==> config.mk <==
export PLATFORM = sky130hd
export DESIGN_NAME = blink_meter
export DESIGN_NICKNAME = d
export VERILOG_FILES = /design/src/rtl/sync_edge.sv /design/src/rtl/blink_meter.sv
export SDC_FILE = /design/constraint.sdc
export NUM_CORES = 1
export LEC_CHECK = 0
export BUFFER_PORTS_ARGS = -buffer_cell sky130_fd_sc_hd__buf_2
export CORE_MARGIN = 4
export CORE_UTILIZATION = 50
export DETAILED_ROUTE_END_ITERATION = 8
export PLACE_DENSITY = 0.81
export SLEW_MARGIN = 30
export SYNTH_ARGS = -nofsm -noshare
export SYNTH_HDL_FRONTEND = slang
export SYNTH_HIERARCHICAL = 1
export SYNTH_SLANG_ARGS = --single-unit
==> constraint.sdc <==
create_clock -name CLK -period 4.5 [get_ports CLK]
set_input_delay 0.45 -clock CLK [delete_from_list [all_inputs] [get_ports CLK]]
set_output_delay 0.45 -clock CLK [all_outputs]
set_load 0.005 [all_outputs]
==> src/rtl/sync_edge.sv <==
// sync_edge: brings an asynchronous level into the CLK domain and produces
// registered single-cycle rise/fall pulses. Reusable for buttons and other
// slow external inputs.
//
// Ports:
//   CLK    in   clock, all state on rising edge
//   RST_N  in   asynchronous active-low reset
//   D      in   asynchronous input level
//   LEVEL  out  synchronized level
//   RISE   out  one-cycle pulse, SYNC_STAGES+1 clocks after D is first sampled high
//   FALL   out  one-cycle pulse, SYNC_STAGES+1 clocks after D is first sampled low
module sync_edge #(
  parameter int SYNC_STAGES = 2
) (
  input  logic CLK,
  input  logic RST_N,
  input  logic D,
  output logic LEVEL,
  output logic RISE,
  output logic FALL
);

  logic [SYNC_STAGES-1:0] sync_q;
  logic                   dly_q;
  logic                   rise_q;
  logic                   fall_q;
  logic                   lvl;

  assign lvl = sync_q[SYNC_STAGES-1];

  always_ff @(posedge CLK or negedge RST_N) begin
    if (!RST_N) begin
      sync_q <= '0;
      dly_q  <= 1'b0;
      rise_q <= 1'b0;
      fall_q <= 1'b0;
    end else begin
      sync_q <= {sync_q[SYNC_STAGES-2:0], D};
      dly_q  <= lvl;
      // Edge pulses are registered so downstream logic sees clean flop outputs.
      rise_q <= lvl & ~dly_q;
      fall_q <= ~lvl & dly_q;
    end
  end

  assign LEVEL = lvl;
  assign RISE  = rise_q;
  assign FALL  = fall_q;

endmodule

==> src/rtl/blink_meter.sv <==
// blink_meter: measures period and high time of an asynchronous square wave
// in CLK cycles and reports each completed rise-to-rise cycle with a
// one-clock VALID strobe.
//
// Ports:
//   CLK        in   clock
//   RST_N      in   asynchronous active-low reset
//   SIG        in   asynchronous input being measured
//   PERIOD     out  last rise-to-rise interval (cycles)
//   HIGH_TIME  out  high cycles within that period
//   VALID      out  one-cycle strobe, PERIOD/HIGH_TIME updated with it
//   LOCKED     out  two consecutive periods were equal
//   TIMEOUT    out  sticky: counter saturated without a rising edge
module blink_meter #(
  parameter int CNT_WIDTH   = 16,
  parameter int SYNC_STAGES = 2
) (
  input  logic                 CLK,
  input  logic                 RST_N,
  input  logic                 SIG,
  output logic [CNT_WIDTH-1:0] PERIOD,
  output logic [CNT_WIDTH-1:0] HIGH_TIME,
  output logic                 VALID,
  output logic                 LOCKED,
  output logic                 TIMEOUT
);

  localparam logic [1:0] ST_IDLE = 2'd0;
  localparam logic [1:0] ST_HIGH = 2'd1;
  localparam logic [1:0] ST_LOW  = 2'd2;

  localparam logic [CNT_WIDTH-1:0] CNT_MAX = '1;
  localparam logic [CNT_WIDTH-1:0] CNT_ONE = CNT_WIDTH'(1);

  logic rise, fall, level_unused;

  sync_edge #(.SYNC_STAGES(SYNC_STAGES)) u_sync (
    .CLK   (CLK),
    .RST_N (RST_N),
    .D     (SIG),
    .LEVEL (level_unused),
    .RISE  (rise),
    .FALL  (fall)
  );

  logic [1:0]           state_q, state_d;
  logic [CNT_WIDTH-1:0] cnt_q, cnt_d;
  logic [CNT_WIDTH-1:0] hi_cap_q, hi_cap_d;
  logic [CNT_WIDTH-1:0] period_q, period_d;
  logic [CNT_WIDTH-1:0] high_q, high_d;
  logic                 valid_q, valid_d;
  logic                 locked_q, locked_d;
  logic                 timeout_q, timeout_d;
  logic                 have_prev_q, have_prev_d;

  logic                 sat;
  logic [CNT_WIDTH-1:0] cnt_inc;

  assign sat     = (cnt_q == CNT_MAX);
  // Saturating increment: a fall landing exactly on saturation must not wrap.
  assign cnt_inc = sat ? cnt_q : cnt_q + CNT_ONE;

  // State register
  always_ff @(posedge CLK or negedge RST_N) begin
    if (!RST_N) state_q <= ST_IDLE;
    else        state_q <= state_d;
  end

  // Next-state logic; a qualifying edge always beats saturation.
  always_comb begin
    state_d = state_q;
    case (state_q)
      ST_IDLE: if (rise) state_d = ST_HIGH;
      ST_HIGH: begin
        if (fall)     state_d = ST_LOW;
        else if (sat) state_d = ST_IDLE;
      end
      ST_LOW: begin
        if (rise)     state_d = ST_HIGH;
        else if (sat) state_d = ST_IDLE;
      end
      default: state_d = ST_IDLE;
    endcase
  end

  // Output / datapath next values
  always_comb begin
    cnt_d       = cnt_q;
    hi_cap_d    = hi_cap_q;
    period_d    = period_q;
    high_d      = high_q;
    valid_d     = 1'b0;
    locked_d    = locked_q;
    timeout_d   = timeout_q;
    have_prev_d = have_prev_q;
    case (state_q)
      ST_IDLE: if (rise) cnt_d = CNT_ONE;
      ST_HIGH: begin
        if (fall) begin
          hi_cap_d = cnt_q;
          cnt_d    = cnt_inc;
        end else if (sat) begin
          timeout_d   = 1'b1;
          locked_d    = 1'b0;
          have_prev_d = 1'b0;
          cnt_d       = '0;
        end else begin
          cnt_d = cnt_inc;
        end
      end
      ST_LOW: begin
        if (rise) begin
          period_d    = cnt_q;
          high_d      = hi_cap_q;
          valid_d     = 1'b1;
          timeout_d   = 1'b0;
          cnt_d       = CNT_ONE;
          have_prev_d = 1'b1;
          // First period after IDLE has nothing to compare against.
          if (have_prev_q) locked_d = (cnt_q == period_q);
        end else if (sat) begin
          timeout_d   = 1'b1;
          locked_d    = 1'b0;
          have_prev_d = 1'b0;
          cnt_d       = '0;
        end else begin
          cnt_d = cnt_inc;
        end
      end
      default: cnt_d = '0;
    endcase
  end

  always_ff @(posedge CLK or negedge RST_N) begin
    if (!RST_N) begin
      cnt_q       <= '0;
      hi_cap_q    <= '0;
      period_q    <= '0;
      high_q      <= '0;
      valid_q     <= 1'b0;
      locked_q    <= 1'b0;
      timeout_q   <= 1'b0;
      have_prev_q <= 1'b0;
    end else begin
      cnt_q       <= cnt_d;
      hi_cap_q    <= hi_cap_d;
      period_q    <= period_d;
      high_q      <= high_d;
      valid_q     <= valid_d;
      locked_q    <= locked_d;
      timeout_q   <= timeout_d;
      have_prev_q <= have_prev_d;
    end
  end

  assign PERIOD    = period_q;
  assign HIGH_TIME = high_q;
  assign VALID     = valid_q;
  assign LOCKED    = locked_q;
  assign TIMEOUT   = timeout_q;

endmodule

==> metrics.yaml <==
timing:
  finalSetupTns_ps: 0
  slew_violations: 0
  min_period_ps: 2577
  rsz0062_at_grt: "false"
  timing_hold_violations_final: 0
  hold_slack_ps: 106.6
  skew_ps: 5.968
  tightest_slew_ps: 898.7
  slew_headroom_pct: 39.94
  post-route-period-util_pct: 57.26
  setup_viol: 0
  fmaxAchievable_mhz: 388.1
pwr:
  p_leak_nw: 1.983
  vdd_drop_max_mv: 0.1878
  powerDensity_nw_per_um2: 428.7
  total_power_mw: 1.677
yosys:
  syn-cell-area_um2: 3490
  synth_nets: 310
  syn_avg_cell_area_um2: 11.44
  ys_types: 55
  synth_area_leaders: "dfrtp_1 (54%), mux2_2 (13%), xor2_1 (4.0%), nand2_1 (3.1%), o21ai_0 (2.9%)"
  synthArstFlopShare_pct: 100.0
  synth_seq_cells: 75
  synthDominantCellAreaShare_pct: 53.78
  yosysTopAreaCell: "dfrtp_1"
  synth_edf_count: 0
  ys.flop_type: "dfrtp_1"
  syn_inst: 305
  yosysWarnings: 6
  yosysSeqAreaShare_pct: 53.78
place:
  hpwl_um: 5281
  dpl.cell_count: 419
  io_buffers: 37
  routabilityCongestion: 0.8965
global_routing:
  antenna_found_initial: 0
  grt_pass1_vias: 2508
  gr-total-overflow: 0
  grt_pass1_wl_um: 12720
  track_usage_pct: 19.36
  grt_start_max_net_pins: 76
min_path:
  hold_path_class: "input pin to asynchronous set/reset pin"
critical_path:
  rr_endpoint: "cnt_q[6]"
  rr_worst_depth: 6
  r2r_setup_slack_ps: 1920
  worstPathRequired_ps: 4740
  path_class: "flip-flop to flip-flop"
  cp.arrival_ps: 2820
  timing.rr.start: "cnt_q[1]"
  cp_max_fo: 11
  endpoint_kind: "flip-flop"
  critPathLaunchType: "flip-flop"
die:
  rows: 30
  start_util_pct: 51.36
  design.core.area_um2: 6794
  die_w_um: 91.54
  die-area_um2: 8380
  die_h_um: 91.54
  io_pins: 38
clocking:
  cts_root_buffer: "clkbuf_8"
  cts.htree.levels: 3
  clk_latency_ps: 350
  hold_buffers: 0
  cts_tree: "yes"
  ctsResizeCount: 0
  cts_max_path_buffers: 2
  cts_setup_buffers: 0
  numClockSinks: 75
  clk_pin_slew_ps: 80
  numCtsBuffers: 9
route:
  post-route-drc-count: 0
  drtPass1Iterations: 4
  first_iter_violations: 267
  wl_um: 7756
  viasPerCell: 5.782
  wl_per_cell_um: 17.83
  vias: 2515
  ant_nets: 0
finish:
  final_util_pct: 57.57
  drive_gt1_share_pct: 30.09
  syn2layout_area_growth_pct: 12.08
  antenna_cells: 0
  final_cells: 435
  nets: 339
job:
  maxCapViolations: 0
outcome:
  outcome: "finished clean"
## power breakdown
| group | switching [mW] | total (mW) | internal [mW] |
|---|---|---|---|
| clock | 0.256 | 0.527 | 0.271 |
| combinational | 0.199 | 0.339 | 0.140 |
| sequential | 0.0743 | 0.812 | 0.737 |
## cells by family after synthesis
logic type                 Yosys count  synth area share [%]
buffers and inverters               29                 3.908
DFF                                 75                 53.78
xor gates and xnor gates            16                 4.016
adders and majority gates            2                0.7170
muxes                               40                 12.91
AOI/OAI and AO/OA                   68                 13.41
and+or+nand+nor                     75                 11.26
## state kept, by name, indices dropped and copies added, names as in the netlist, 2 cells and up
name           cells
PERIOD            16
cnt_q             16
HIGH_TIME         16
hi_cap_q          16
state_q            2
u_sync/sync_q      2
## per-layer routing
metal	up-vias	track usage, %	part of all wire (%)
met5	-	0	0
li1	1162	-	-
met3	10	3.148	4.5
met4	0	8.291	1.3
met2	65	33.23	51
met1	1278	24.02	43
## critical path: stages, from the launching register on
cell and delay (ps):
dfrtp_1 500, ha_1 290, and4_1 300, nand2_2 160, o21ai_1 690, nand2_1 170
a311o_1 350
## final cells by class
type	instances	area (um2)
Fill cell	546	2883
Inverter	8	30.03
Clock inverter	6	63.81
Multi-Input combinational cell	201	1476
Timing Repair Buffer	39	206.4
Sequential cell	75	1877
Tap cell	96	120.1
Clock buffer	10	137.6
## cell usage in the layout (no fill, tap or decap), types with 2 or more instances in the layout
master	Yosys	layout
o31ai_1	2	2
nor4_1	5	5
mux2_2	40	40
o22a_1	3	3
ha_1	2	2
nor3_1	5	5
dfrtp_1	75	75
o22ai_1	4	4
nand4_1	4	4
a41oi_1	2	2
nand2_1	29	29
buf_4	4	2
clkinv_2	0	2
and2_1	3	3
nand3_1	5	5
a21oi_1	8	8
clkbuf_8	0	10
inv_1	7	7
buf_2	9	36
nor2b_1	3	3
and3_1	4	4
o21ai_1	2	2
nor2_1	7	7
a21boi_0	4	4
xor2_1	16	16
clkinvlp_4	0	2
and4_1	3	3
o211ai_1	2	2
o21ai_0	20	20
a31oi_1	4	4
## cells in the mapped netlist (all sizes together) (6+ instances only)
| cell type | n |
|---|---|
| a21oi | 8 |
| buf | 14 |
| clkbuf | 7 |
| dfrtp | 75 |
| inv | 8 |
| mux2 | 40 |
| nand2 | 30 |
| nand3 | 6 |
| nor2 | 7 |
| o21ai | 22 |
| xor2 | 16 |
## through the flow
stage / setup WS, ps / area [um2]
finish: 1923 / 3911
CTS: 1961 / 3908
floorplan: 2420 / 3490
global route: 1783 / 3911
detailed placement: 2026 / 3706
global placement: 2142 / 3706
## how the worst max path moves through the flow
stage / startpoint / to / slack, ps
after floorplan: cnt_q[1] / cnt_q[0] / 2420
after global placement: cnt_q[1] / cnt_q[6] / 2140
after detailed placement: cnt_q[1] / cnt_q[6] / 2030
after CTS: cnt_q[1] / cnt_q[6] / 1960
after global routing: cnt_q[1] / cnt_q[6] / 1780
final: cnt_q[1] / cnt_q[6] / 1920
Note: power is estimated with default switching activity, not from simulation.
